--- config.mk ---
export PLATFORM = sky130hd
export DESIGN_NAME = fmul_normalize_round
export DESIGN_NICKNAME = d
export VERILOG_FILES = /design/src/rtl/fmul_normalize_round.sv
export SDC_FILE = /design/constraint.sdc
export NUM_CORES = 1
export LEC_CHECK = 0
export CORE_UTILIZATION = 50
export CTS_CLUSTER_SIZE = 16
export DETAILED_ROUTE_END_ITERATION = 12
export PLACE_DENSITY_LB_ADDON = 0.25
export SYNTH_ARGS = -nofsm -noshare
export SYNTH_HDL_FRONTEND = slang
export SYNTH_SLANG_ARGS = --single-unit
--- constraint.sdc ---
create_clock -name clk -period 4.78 [get_ports clk]
set_input_delay 0.717 -clock clk [delete_from_list [all_inputs] [get_ports clk]]
set_output_delay 0.717 -clock clk [all_outputs]
set_load 0.02 [all_outputs]
--- src/rtl/fmul_normalize_round.sv ---
// Two-stage normalize-and-round stage for the pipelined FP multiplier mantissa path.
// Define FMUL_ROUND_NEAREST_EN for round-to-nearest-even; otherwise the mantissa is truncated.
module fmul_normalize_round #(
    parameter int BIAS    = 127,
    parameter int EXP_MAX = 255
) (
    input  logic        clk,
    input  logic        reset,
    input  logic        in_valid,
    output logic        in_ready,
    input  logic [31:0] in_prod,
    input  logic [9:0]  in_exp,
    input  logic        in_sign,
    input  logic        in_zero,
    output logic        out_valid,
    input  logic        out_ready,
    output logic [15:0] out_mant,
    output logic [7:0]  out_exp,
    output logic        out_sign,
    output logic        out_ovf,
    output logic        out_unf
);

    localparam logic signed [10:0] EXP_MAX_S = 11'(EXP_MAX);

    // The biased range must hold an unbiased exponent of zero.
    if (BIAS <= 0 || BIAS >= EXP_MAX) begin : g_bad_bias
        $error("fmul_normalize_round: BIAS must lie inside (0, EXP_MAX)");
    end

    logic               s1_valid;
    logic               s1_sign;
    logic               s1_zero;
    logic [15:0]        s1_mant;
    logic signed [10:0] s1_exp;

    logic               s1_adv;
    logic               s2_adv;

    logic [15:0]        n_mant;
    logic signed [10:0] n_exp;
    logic [15:0]        r_mant;
    logic signed [10:0] r_exp;

    assign s2_adv   = !out_valid || out_ready;
    assign s1_adv   = !s1_valid || s2_adv;
    assign in_ready = s1_adv;

`ifdef FMUL_ROUND_NEAREST_EN
    logic s1_guard;
    logic s1_sticky;
    logic n_guard;
    logic n_sticky;

    // NOTE: every variable driven here gets a default first so no latch is inferred.
    always_comb begin
        n_exp    = {in_exp[9], in_exp} + 11'(in_prod[31]);
        n_mant   = in_prod[30:15];
        n_guard  = in_prod[14];
        n_sticky = |in_prod[13:0];
        if (in_prod[31]) begin
            n_mant   = in_prod[31:16];
            n_guard  = in_prod[15];
            n_sticky = |in_prod[14:0];
        end
    end

    always_comb begin
        r_mant = s1_mant;
        r_exp  = s1_exp;
        if (s1_guard && (s1_sticky || s1_mant[0])) begin
            // A carry out of 16 bits lands exactly on the next power of two.
            if (&s1_mant) begin
                r_mant = 16'h8000;
                r_exp  = s1_exp + 11'sd1;
            end else begin
                r_mant = s1_mant + 16'd1;
            end
        end
    end
`else
    logic unused_low_bits;
    assign unused_low_bits = ^in_prod[14:0];

    always_comb begin
        n_exp  = {in_exp[9], in_exp} + 11'(in_prod[31]);
        n_mant = in_prod[31] ? in_prod[31:16] : in_prod[30:15];
    end

    always_comb begin
        r_mant = s1_mant;
        r_exp  = s1_exp;
    end
`endif

    // NOTE: registered state uses non-blocking assignments so all flops update together.
    always_ff @(posedge clk or posedge reset) begin
        if (reset) begin
            s1_valid  <= 1'b0;
            s1_sign   <= 1'b0;
            s1_zero   <= 1'b0;
            s1_mant   <= '0;
            s1_exp    <= '0;
`ifdef FMUL_ROUND_NEAREST_EN
            s1_guard  <= 1'b0;
            s1_sticky <= 1'b0;
`endif
        end else if (s1_adv) begin
            s1_valid <= in_valid;
            if (in_valid) begin
                s1_sign   <= in_sign;
                s1_zero   <= in_zero;
                s1_mant   <= n_mant;
                s1_exp    <= n_exp;
`ifdef FMUL_ROUND_NEAREST_EN
                s1_guard  <= n_guard;
                s1_sticky <= n_sticky;
`endif
            end
        end
    end

    always_ff @(posedge clk or posedge reset) begin
        if (reset) begin
            out_valid <= 1'b0;
            out_mant  <= '0;
            out_exp   <= '0;
            out_sign  <= 1'b0;
            out_ovf   <= 1'b0;
            out_unf   <= 1'b0;
        end else if (s2_adv) begin
            out_valid <= s1_valid;
            if (s1_valid) begin
                out_sign <= s1_sign;
                if (s1_zero) begin
                    out_mant <= '0;
                    out_exp  <= '0;
                    out_ovf  <= 1'b0;
                    out_unf  <= 1'b0;
                end else if (r_exp >= EXP_MAX_S) begin
                    out_mant <= 16'h8000;
                    out_exp  <= 8'hFF;
                    out_ovf  <= 1'b1;
                    out_unf  <= 1'b0;
                end else if (r_exp <= 11'sd0) begin
                    out_mant <= '0;
                    out_exp  <= '0;
                    out_ovf  <= 1'b0;
                    out_unf  <= 1'b1;
                end else begin
                    out_mant <= r_mant;
                    out_exp  <= r_exp[7:0];
                    out_ovf  <= 1'b0;
                    out_unf  <= 1'b0;
                end
            end
        end
    end

endmodule

; Word-level counts from Yosys, hierarchy flattened
; Cells that the tools add are included.
; W data, S select, Z words.
[word_totals]
ff_bits = 58
[classes]
add_sub_neg = 1
order_cmp = 2
mux = 12
reduce_logical = 6
[op_table]
columns = cell, count
row1 = $mux W16, 4
row2 = $mux W8, 3
row3 = $add A10 B2 Y11, 1
row4 = $ge A11 B9 Y1 const B, 1
row5 = $le A11 B1 Y1 const B, 1
row6 = $mux W1, 5
row7 = $reduce_and A2 Y1, 2
row8 = $logic_not A1 Y1, 2
row9 = $logic_or A1 B1 Y1, 2

; Longest topological paths before layout
; Gate-level depths: netlist of the first run.
[depth]
word_depth = 4
ltp_mapped = 6
depth_no_buf = 6

; Worst setup path after synthesis of the first run
; Ideal clock, no wire load.
[synth_path]
kind = input port to flip-flop
from = input port out_ready
to = register s1_exp[2] (netlist: r_exp[2])
setup_time_ps = 135
t_arrival_ps = 1676
setup_slack_ps = 2969
stages = 4
path_buffers = 1
path_cell_list = nand3b_1 > nand2_1 > clkbuf_1 > o21ai_0
[synth_between]
elab_chain_cells = 3
[synth_lines]
columns = item, line_no
row1 = start: declaration, 16  ; input logic out_ready,
row2 = $logic_or A1 B1 Y1, 45  ; assign s2_adv = !out_valid || out_ready;
row3 = $logic_or A1 B1 Y1, 46  ; assign s1_adv = !s1_valid || s2_adv;
row4 = $reduce_and A2 Y1 (no source line), -
row5 = end signal: assignment, 114  ; s1_exp <= n_exp;
row6 = end: declaration, 35  ; logic signed [10:0] s1_exp;
; Every way passes these cells.
; A chain may end at the register's enable or synchronous reset.

; Final worst setup path of the first run
[layout_path]
from = input port out_ready
to = output port in_ready
[layout_between]
elab_chain_cells = 2
[layout_lines]
columns = item, line_no
row1 = $logic_or A1 B1 Y1, 45
row2 = $logic_or A1 B1 Y1, 46
row3 = end: declaration, 10  ; output logic in_ready,
; Every way passes these cells.

==> results.cfg, run 1 <==
[route]
vias = 1815
drc = 0
dr.pass1.iters = 4
ant_nets = 0
wirelength_um = 4960
drt_first_iter_violations = 96
routedWlPerCell_um = 14.3
avgViaCountPerCell = 5.23

[yosys]
synth.distinct_cells = 32
synth_edf_count = 0
synth_cells = 212
synth.most_common_cell = dfrtp_1
syn_area_per_cell_um2 = 11.8
ys_ff_latch = 58
syn-num-nets = 262
ys_seq_area_share_pct = 57.9
syn-cell-area_um2 = 2510
synth_commonest_cells = dfrtp_1 (58), nand2_1 (29), o21ai_0 (26)
synth_top_area_share_pct = 57.9
yosys.area.top_type = dfrtp_1
yosysWarnings = 0
ys_dominant_reg_cell = dfrtp_1
async_flop_share_pct = 100
synthTopCellsByArea = dfrtp_1 (58%), mux2i_1 (6.0%), a22o_1 (5.2%)

[finish]
diodes = 0
fin_nets = 325
layout-drive-gt1-share_pct = 10.0
layout-area-overhead-vs-synth_pct = 34.2

[global_routing]
track_usage_pct = 21.5
overflow = 0
grt_antenna_before_repair = 0
grt_max_degree = 59
grt_pass1_wl_um = 8270
grt_pass1_vias = 1743

[power]
p_total_uw = 1360
power_frac_comb_pct = 21.1
p_sw_share_pct = 27.6
p_clk_share_pct = 33.3
pwr-share-seq_pct = 45.5
p_sw_uw = 375
power.internal_uw = 982
ir_drop_uv = 242
powerDensity_nw_per_um2 = 403
leakage_uw = 0.00147

[job]
maxCapViolCount = 0

[sta]
rsz0062_at_grt = false
tns_ns = 0
fin_crit_ns = 2.66
tightest_slew_ns = 0.837
whs_ns = 0.480
report.final.hold_viol_count = 0
setup_viol = 0
finalMaxSlewViolations = 0
slew_headroom_pct = 43.9
fin_crit_sh_pct = 55.6
fin_worst_skew_ns = 0.00666
max_freq_mhz = 376

[placement]
gp_congestion = 0.827
port_buffers = 61
hpwl_um = 3400

[worst_setup_path]
cp-start-kind = input pin
crit_buf_inv = 2
path_cells = clkdlybuf4s50_1, nand3b_1, clkdlybuf4s50_1
crit_top_cell = clkdlybuf4s50_1
r2r_slack_ns = 2.82
reg2regPathDepth = 4
worstSetupPathType = in2out
cp_slowest_cell = clkdlybuf4s50_1
r2r-start = s1_valid
worstPathMaxFanout = 3
reg2reg_to = s1_zero
crit_family = buffers and inverters
slowest_delay_ns = 0.63
cp-end-kind = primary output
cp.arrival_ns = 1.94
worstPathRequired_ns = 4.06

[clocking]
cts_tree = built
post_cts_resized = 0
clk_pin_slew_ns = 0.06
cts_root_buf = clkbuf_8
cts.path.max_buffers = 2
postCtsSetupBuffers = 0
cts.htree.levels = 3
cts_hold_buf = 0
cts_buffers = 9
cts.sinks = 58
insertion_delay_ns = 0.34

[min_path]
min_to = r_mant[14]
hold_depth = 2
hp-start = r_mant[14]
hold_class = reg2reg

[die]
fp.dieH_um = 72.8
die_w_um = 72.8
num_rows = 25
initial_core_util_pct = 52.4
io-pin-count = 77
die-area_um2 = 5300
core_area_um2 = 4790

[outcome]
status = finished clean
==> area by class of cell <==
type	count	area, um^2
fill	358	1420
sequential	58	1450
clock inverter	2	35.0
timing repair buffer	64	633
inverter	2	7.51
tap	67	83.8
clock buffer	14	163
multi-input combinational	140	990
==> placed cells by master (no fill, tap or decap) <==
master            n
o21ai_1           1
and4_4            1
nand4_1           4
nor4_4            1
a221o_1           9
xnor2_1           6
inv_2             1
mux2i_1          15
a21o_1            1
nand2_1          29
ha_1              2
buf_4             3
o31ai_1           1
and3b_1           1
mux2_2            5
nand3b_1          1
bufinv_16         1
clkdlybuf4s50_1  61
clkbuf_8         11
nor3_4            1
nand2_4           1
o21ai_0          26
a22o_1           15
inv_1             1
clkinv_2          1
nand3_1           3
nor2_1            7
nor3_1            2
nor2_2            1
nand2b_1          3
dfrtp_1          58
clkbuf_1          3
xor2_1            2
nor4_1            1
nor4b_4           1
==> power groups by stage <==
stage	Sequential (uW)	Combinational, uW	Clock (uW)
after floorplan	661	117	0
after global placement	623	284	0
after detailed placement	626	291	0
after CTS	618	291	456
after global routing	629	311	481
final	618	287	452
==> flip-flops by register name, summed over array words and instances (netlist names) <==
register   flops
out_exp        8
out_mant      16
out_ovf        1
out_sign       1
out_unf        1
out_valid      1
r_exp         11
r_mant        16
s1_sign        1
s1_valid       1
s1_zero        1
==> per-layer routing <==
layer | vias to the layer above | track usage (%) | wire, um
met5 | - | 0 | 0
li1 | 893 | - | -
met2 | 47 | 32.3 | 2400
met1 | 866 | 28.3 | 2240
met4 | 0 | 7.84 | 72
met3 | 9 | 8.43 | 240
==> worst max-delay path by stage <==
stage | to | cells past startpoint | startpoint | slack, ns
after detailed placement | r_exp[0] | 5 | out_ready | 2.01
after global placement | s1_zero | 5 | out_ready | 2.00
after floorplan | out_exp[0] | 1 | reset | 2.64
final | in_ready | 3 | out_ready | 2.12
after global routing | in_ready | 3 | out_ready | 2.07
after CTS | in_ready | 3 | out_ready | 2.11
==> worst min-delay path: cells and delay by family, from the launching register on <==
kind | cells | cell delay (ns)
AOI/OAI and AO/OA | 1 | 0.06
and+or+nand+nor | 1 | 0.04
DFF | 1 | 0.34
==> kinds of logic (layout without fill, tap and decap cells) <==
family | after synthesis | after routing | share of synthesized area (%)
DFF | 58 | 58 | 57.9
and+or+nand+nor | 57 | 57 | 12.6
AOI/OAI and AO/OA | 53 | 53 | 14.8
muxes | 20 | 20 | 8.24
buffers and inverters | 14 | 82 | 2.60
xor gates and xnor gates | 8 | 8 | 2.80
adders and majority gates | 2 | 2 | 0.998
==> metrics by stage <==
step	util, %	instances	setup slack, ns	cell area [um^2]
floorplan	-	212	2.64	2510
global placement	66.1	331	2.00	3170
detailed placement	66.1	331	2.01	3170
CTS	70.3	347	2.11	3360
global route	70.3	347	2.07	3360
finish	70.3	347	2.12	3360
(Power assumes the default switching activity.)
==> run 2, diff against run 1 <==
Settings changed: CORE_UTILIZATION 50 to 46.
Clock period 4.78 ns to 2.5 ns, I/O delays scaled along.
==> run 2 against run 1 <==
Effect of this change: critical path depth stayed put; largest cell class unchanged; sequential power increased by 91%; sequential share of layout area down 0.59 points; highest routed layer unchanged; global-route usage is 1.0 points lower; routed wire length up 2.8%.
==> results.cfg, run 2 (synthesis results as in run 1) <==
[worst_setup_path]
startpoint = out_ready
worstSetupPathType = in2out
cp-end-kind = primary output
cp-start-kind = input pin
worstPathRequired_ns = 2.12
r2r-start = r_exp[4]
reg2regPathDepth = 5
reg2reg_to = out_mant[5]
cp.arrival_ns = 1.60
worstPathMaxFanout = 3
r2r_slack_ns = 0.90
crit_end = in_ready

[power]
power.internal_uw = 1890
leakage_uw = 0.00150
p_sw_uw = 706
ir_drop_uv = 411
power_frac_comb_pct = 21.6
powerDensity_nw_per_um2 = 760
p_sw_share_pct = 27.2
pwr-share-seq_pct = 45.7
p_clk_share_pct = 32.6

[placement]
dp_cells = 338
gp_congestion = 0.739
port_buffers = 61
hpwl_um = 3600
place_ws_ns = 0.424

[clocking]
cts.htree.levels = 3
cts.path.max_buffers = 2
clk_pin_slew_ns = 0.06
postCtsSetupBuffers = 0
cts.sinks = 58
cts_tree = built
cts_buffers = 9
cts_root_buf = clkbuf_8
cts_hold_buf = 0
insertion_delay_ns = 0.32
post_cts_resized = 0

[die]
core_area_um2 = 5170
num_rows = 26
io-pin-count = 77
initial_core_util_pct = 48.5
die-area_um2 = 5750
fp.dieH_um = 75.8
die_w_um = 75.8

[outcome]
status = finished clean

[sta]
final.setup.worst_slack_ns = 0.523
slew_headroom_pct = 62.6
fin_crit_ns = 1.98
fin_worst_skew_ns = 0.00726
rsz0062_at_grt = false
finalMaxSlewViolations = 0
setup_viol = 0
report.final.hold_viol_count = 0
max_freq_mhz = 506
tns_ns = 0
fin_crit_sh_pct = 79.1
tightest_slew_ns = 0.556

[route]
routedWlPerCell_um = 14.4
wirelength_um = 5100
vias = 1851
dr.pass1.iters = 4
ant_nets = 0
avgViaCountPerCell = 5.23
drt_first_iter_violations = 130
drc = 0

[job]
maxCapViolCount = 0

[global_routing]
grt_pass1_wl_um = 8580
grt.busiest_layer = met2
overflow = 0
track_usage_pct = 20.4
met2_usage_pct = 31.4
grt_antenna_before_repair = 0
grt_max_degree = 59
use_met1_pct = 28.0
grt_pass1_vias = 1822
gr-usage-met3_pct = 3.70

[finish]
final_common_cell = clkdlybuf4s50_1
final_cells = 354
multiInputGateArea_um2 = 990
fill_cells = 415
fin_nets = 329
layout-area-overhead-vs-synth_pct = 36.0
layout-drive-gt1-share_pct = 11.3
final_cell_mix = clkdlybuf4s50_1 (61), dfrtp_1 (58), nand2_1 (29)
diodes = 0
seq_area_um2 = 1450

[min_path]
hold_class = in2async
## run 2: changes by cell type in the layout (fill, tap and decap cells not counted), sizes merged
cell | previous run | this run
buf | 3 | 7
## run 2: worst max-delay path: stages
cell and delay (ns):
clkdlybuf4s50_1 0.46, nand3b_1 0.15, clkdlybuf4s50_1 0.62
## run 2: through the flow
step                      hold WS (ns)  total power [uW]  utilization [%]  cell area, um^2
after global routing             0.468              2730             65.9             3410
after detailed placement         0.472              1770             62.1             3210
after floorplan                  0.451              1490                -             2510
final                            0.425              2590             65.9             3410
after CTS                        0.433              2620             65.9             3410
after global placement           0.461              1750             62.1             3210
## run 2: worst min-delay path by stage
stage                     startpoint      endpoint  slack, ns  cells after the start
after floorplan             r_exp[9]      r_exp[9]       0.45                      2
after global placement     r_mant[1]     r_mant[1]       0.46                      2
after detailed placement   r_mant[0]     r_mant[0]       0.47                      2
after CTS                      reset  out_mant[14]       0.43                      3
after global routing           reset  out_mant[14]       0.47                      3
final                          reset  out_mant[14]       0.42                      3
## run 2: final cells by class
class	count	area share [%]
flip-flops and latches	58	42.6
multi-input cells	140	29.0
repair buffers	68	19.8
clock buffers	14	4.77
well taps	70	2.57
clock inverters	2	1.03
inverters	2	0.220
## run 2: per-layer routing
metal  share of wire [%]  vias to the layer above  wire (um)
li1                    -                      904          -
met1                  46                      895       2330
met2                  49                       48       2510
met3                 4.1                        4        209
met4                0.90                        0         46
met5                   0                        -          0
## run 2: power groups by stage
stage	Sequential, uW	Clock, uW	Combinational [uW]
after global placement	1190	0	553
after detailed placement	1200	0	567
after CTS	1180	869	568
final	1180	846	561
after floorplan	1260	0	223
after global routing	1200	907	616
==> run 3, diff against run 2 <==
Settings changed: CORE_UTILIZATION 46 to 42.
Clock period 2.5 ns to 1.79 ns, I/O delays scaled along.
==> run 3 against run 2 <==
Effect of this change: die area up 9.3%; sequential cell count unchanged; core utilization decreased by 5.1 points; register-to-register slack worse by 0.67 ns; critical endpoint is now out_valid; largest power group unchanged.
==> results.cfg, run 3 (synthesis results as in run 1) <==
[clocking]
cts_buffers = 9
clk_pin_slew_ns = 0.06
cts_tree = built
cts_root_buf = clkbuf_8
postCtsSetupBuffers = 0
post_cts_resized = 1
cts.htree.levels = 3
insertion_delay_ns = 0.33
cts.path.max_buffers = 2
cts.sinks = 58
cts_hold_buf = 0

[power]
powerDensity_nw_per_um2 = 1020
leakage_uw = 0.00151
ir_drop_uv = 417

[worst_setup_path]
slowest_delay_ns = 0.62
cp-end-kind = primary output
r2r-start = r_exp[4]
cp.arrival_ns = 1.33
r2r_slack_ns = 0.23
reg2reg_to = out_mant[10]
cp_slowest_cell = clkdlybuf4s50_1
path_cells = clkdlybuf4s50_1
worstPathRequired_ns = 1.52
reg2regPathDepth = 5
crit_family = buffers and inverters
crit_buf_inv = 1
cp-start-kind = flop
worstPathMaxFanout = 3
worstSetupPathType = reg2out

[sta]
fin_worst_skew_ns = 0.00472
fin_crit_sh_pct = 89.1
fin_crit_ns = 1.59
max_freq_mhz = 627
report.final.hold_viol_count = 0
slew_headroom_pct = 65.7
tns_ns = 0
rsz0062_at_grt = false
final.setup.worst_slack_ns = 0.196
tightest_slew_ns = 0.511
finalMaxSlewViolations = 0
setup_viol = 0

[route]
avgViaCountPerCell = 5.04
drt_first_iter_violations = 91
wirelength_um = 4920
ant_nets = 0
drc = 0
dr.pass1.iters = 4
vias = 1803
routedWlPerCell_um = 13.7

[job]
maxCapViolCount = 0

[die]
fp.dieH_um = 79.2
io-pin-count = 77
die_w_um = 79.2
core_area_um2 = 5640
initial_core_util_pct = 44.4
die-area_um2 = 6280
num_rows = 27

[finish]
final_common_cell = clkdlybuf4s50_1
diodes = 0
fin_nets = 332
final_cell_mix = clkdlybuf4s50_1 (60), dfrtp_1 (58), nand2_1 (29)
layout-area-overhead-vs-synth_pct = 36.9
seq_area_um2 = 1450
final_cells = 358
fill_cells = 498
postLayoutCoreUtil_pct = 60.8
multiInputGateArea_um2 = 990
layout-drive-gt1-share_pct = 12.6
design_area_um2 = 3430

[placement]
hpwl_um = 3580
port_buffers = 61
place_ws_ns = -0.0351
gp_congestion = 0.718
dpl_cell_area_um2 = 3260
dp_cells = 343

[global_routing]
grt_pass1_wl_um = 8440
track_usage_pct = 18.4
grt_pass1_vias = 1759
overflow = 0
grt_max_degree = 47
grt_antenna_before_repair = 0

[min_path]
hold_class = in2async

[outcome]
status = finished clean
## run 3: changes by cell type in the layout (fill, tap and decap cells not counted), sizes merged
cell           previous run  this run
clkinv                    1         3
buf                       7        10
bufinv                    1         0
clkbuf                   14        12
clkdlybuf4s50            61        60
dlygate4sd2               0         1
## run 3: report_power, final
part           internal [uW]  switching, uW  total (uW)
clock                    562            480        1040
combinational            420            375         795
sequential              1510            140        1650
total                   2490            994        3490
## run 3: worst max path at each step
| stage | startpoint | to | slack (ns) | cells after the start |
|---|---|---|---|---|
| 2_1_floorplan | reset | out_exp[0] | 0.09 | 1 |
| 3_3_place_gp | out_ready | out_exp[6] | 0.01 | 5 |
| 3_5_place_dp | out_ready | out_exp[4] | -0.04 | 5 |
| 4_1_cts | out_valid | out_valid | 0.18 | 1 |
| 5_1_grt | out_valid | out_valid | 0.15 | 1 |
| 6_report | out_valid | out_valid | 0.20 | 1 |
## run 3: cell type report
class                      count  area share (%)
clock buffer                  12            4.52
tap                           72            2.63
timing repair buffer          71            21.0
inverter                       2           0.219
sequential                    58            42.3
clock inverter                 3           0.438
multi-input combinational    140            28.8
## run 3: metal layers
layer / part of all wire [%] / global-route usage, %
met1: 46 / 23.3
met3: 5.1 / 5.86
met2: 46 / 27.4
met4: 2.6 / 10.9
met5: 0 / 0
## run 3: worst reg2reg max path: cells and delay by family (launching register included)
family / cells / cell delay [ns]
AND/OR/NAND/NOR: 3 / 0.71
AO/OA/AOI/OAI: 1 / 0.18
buffers and inverters: 1 / 0.16
flip-flops: 1 / 0.41
## run 3: per-stage QoR
step	total power (uW)	hold slack [ns]
2_1_floorplan	2080	0.377
3_3_place_gp	2460	0.462
3_5_place_dp	2480	0.472
4_1_cts	3530	0.198
5_1_grt	3690	0.215
6_report	3490	0.201
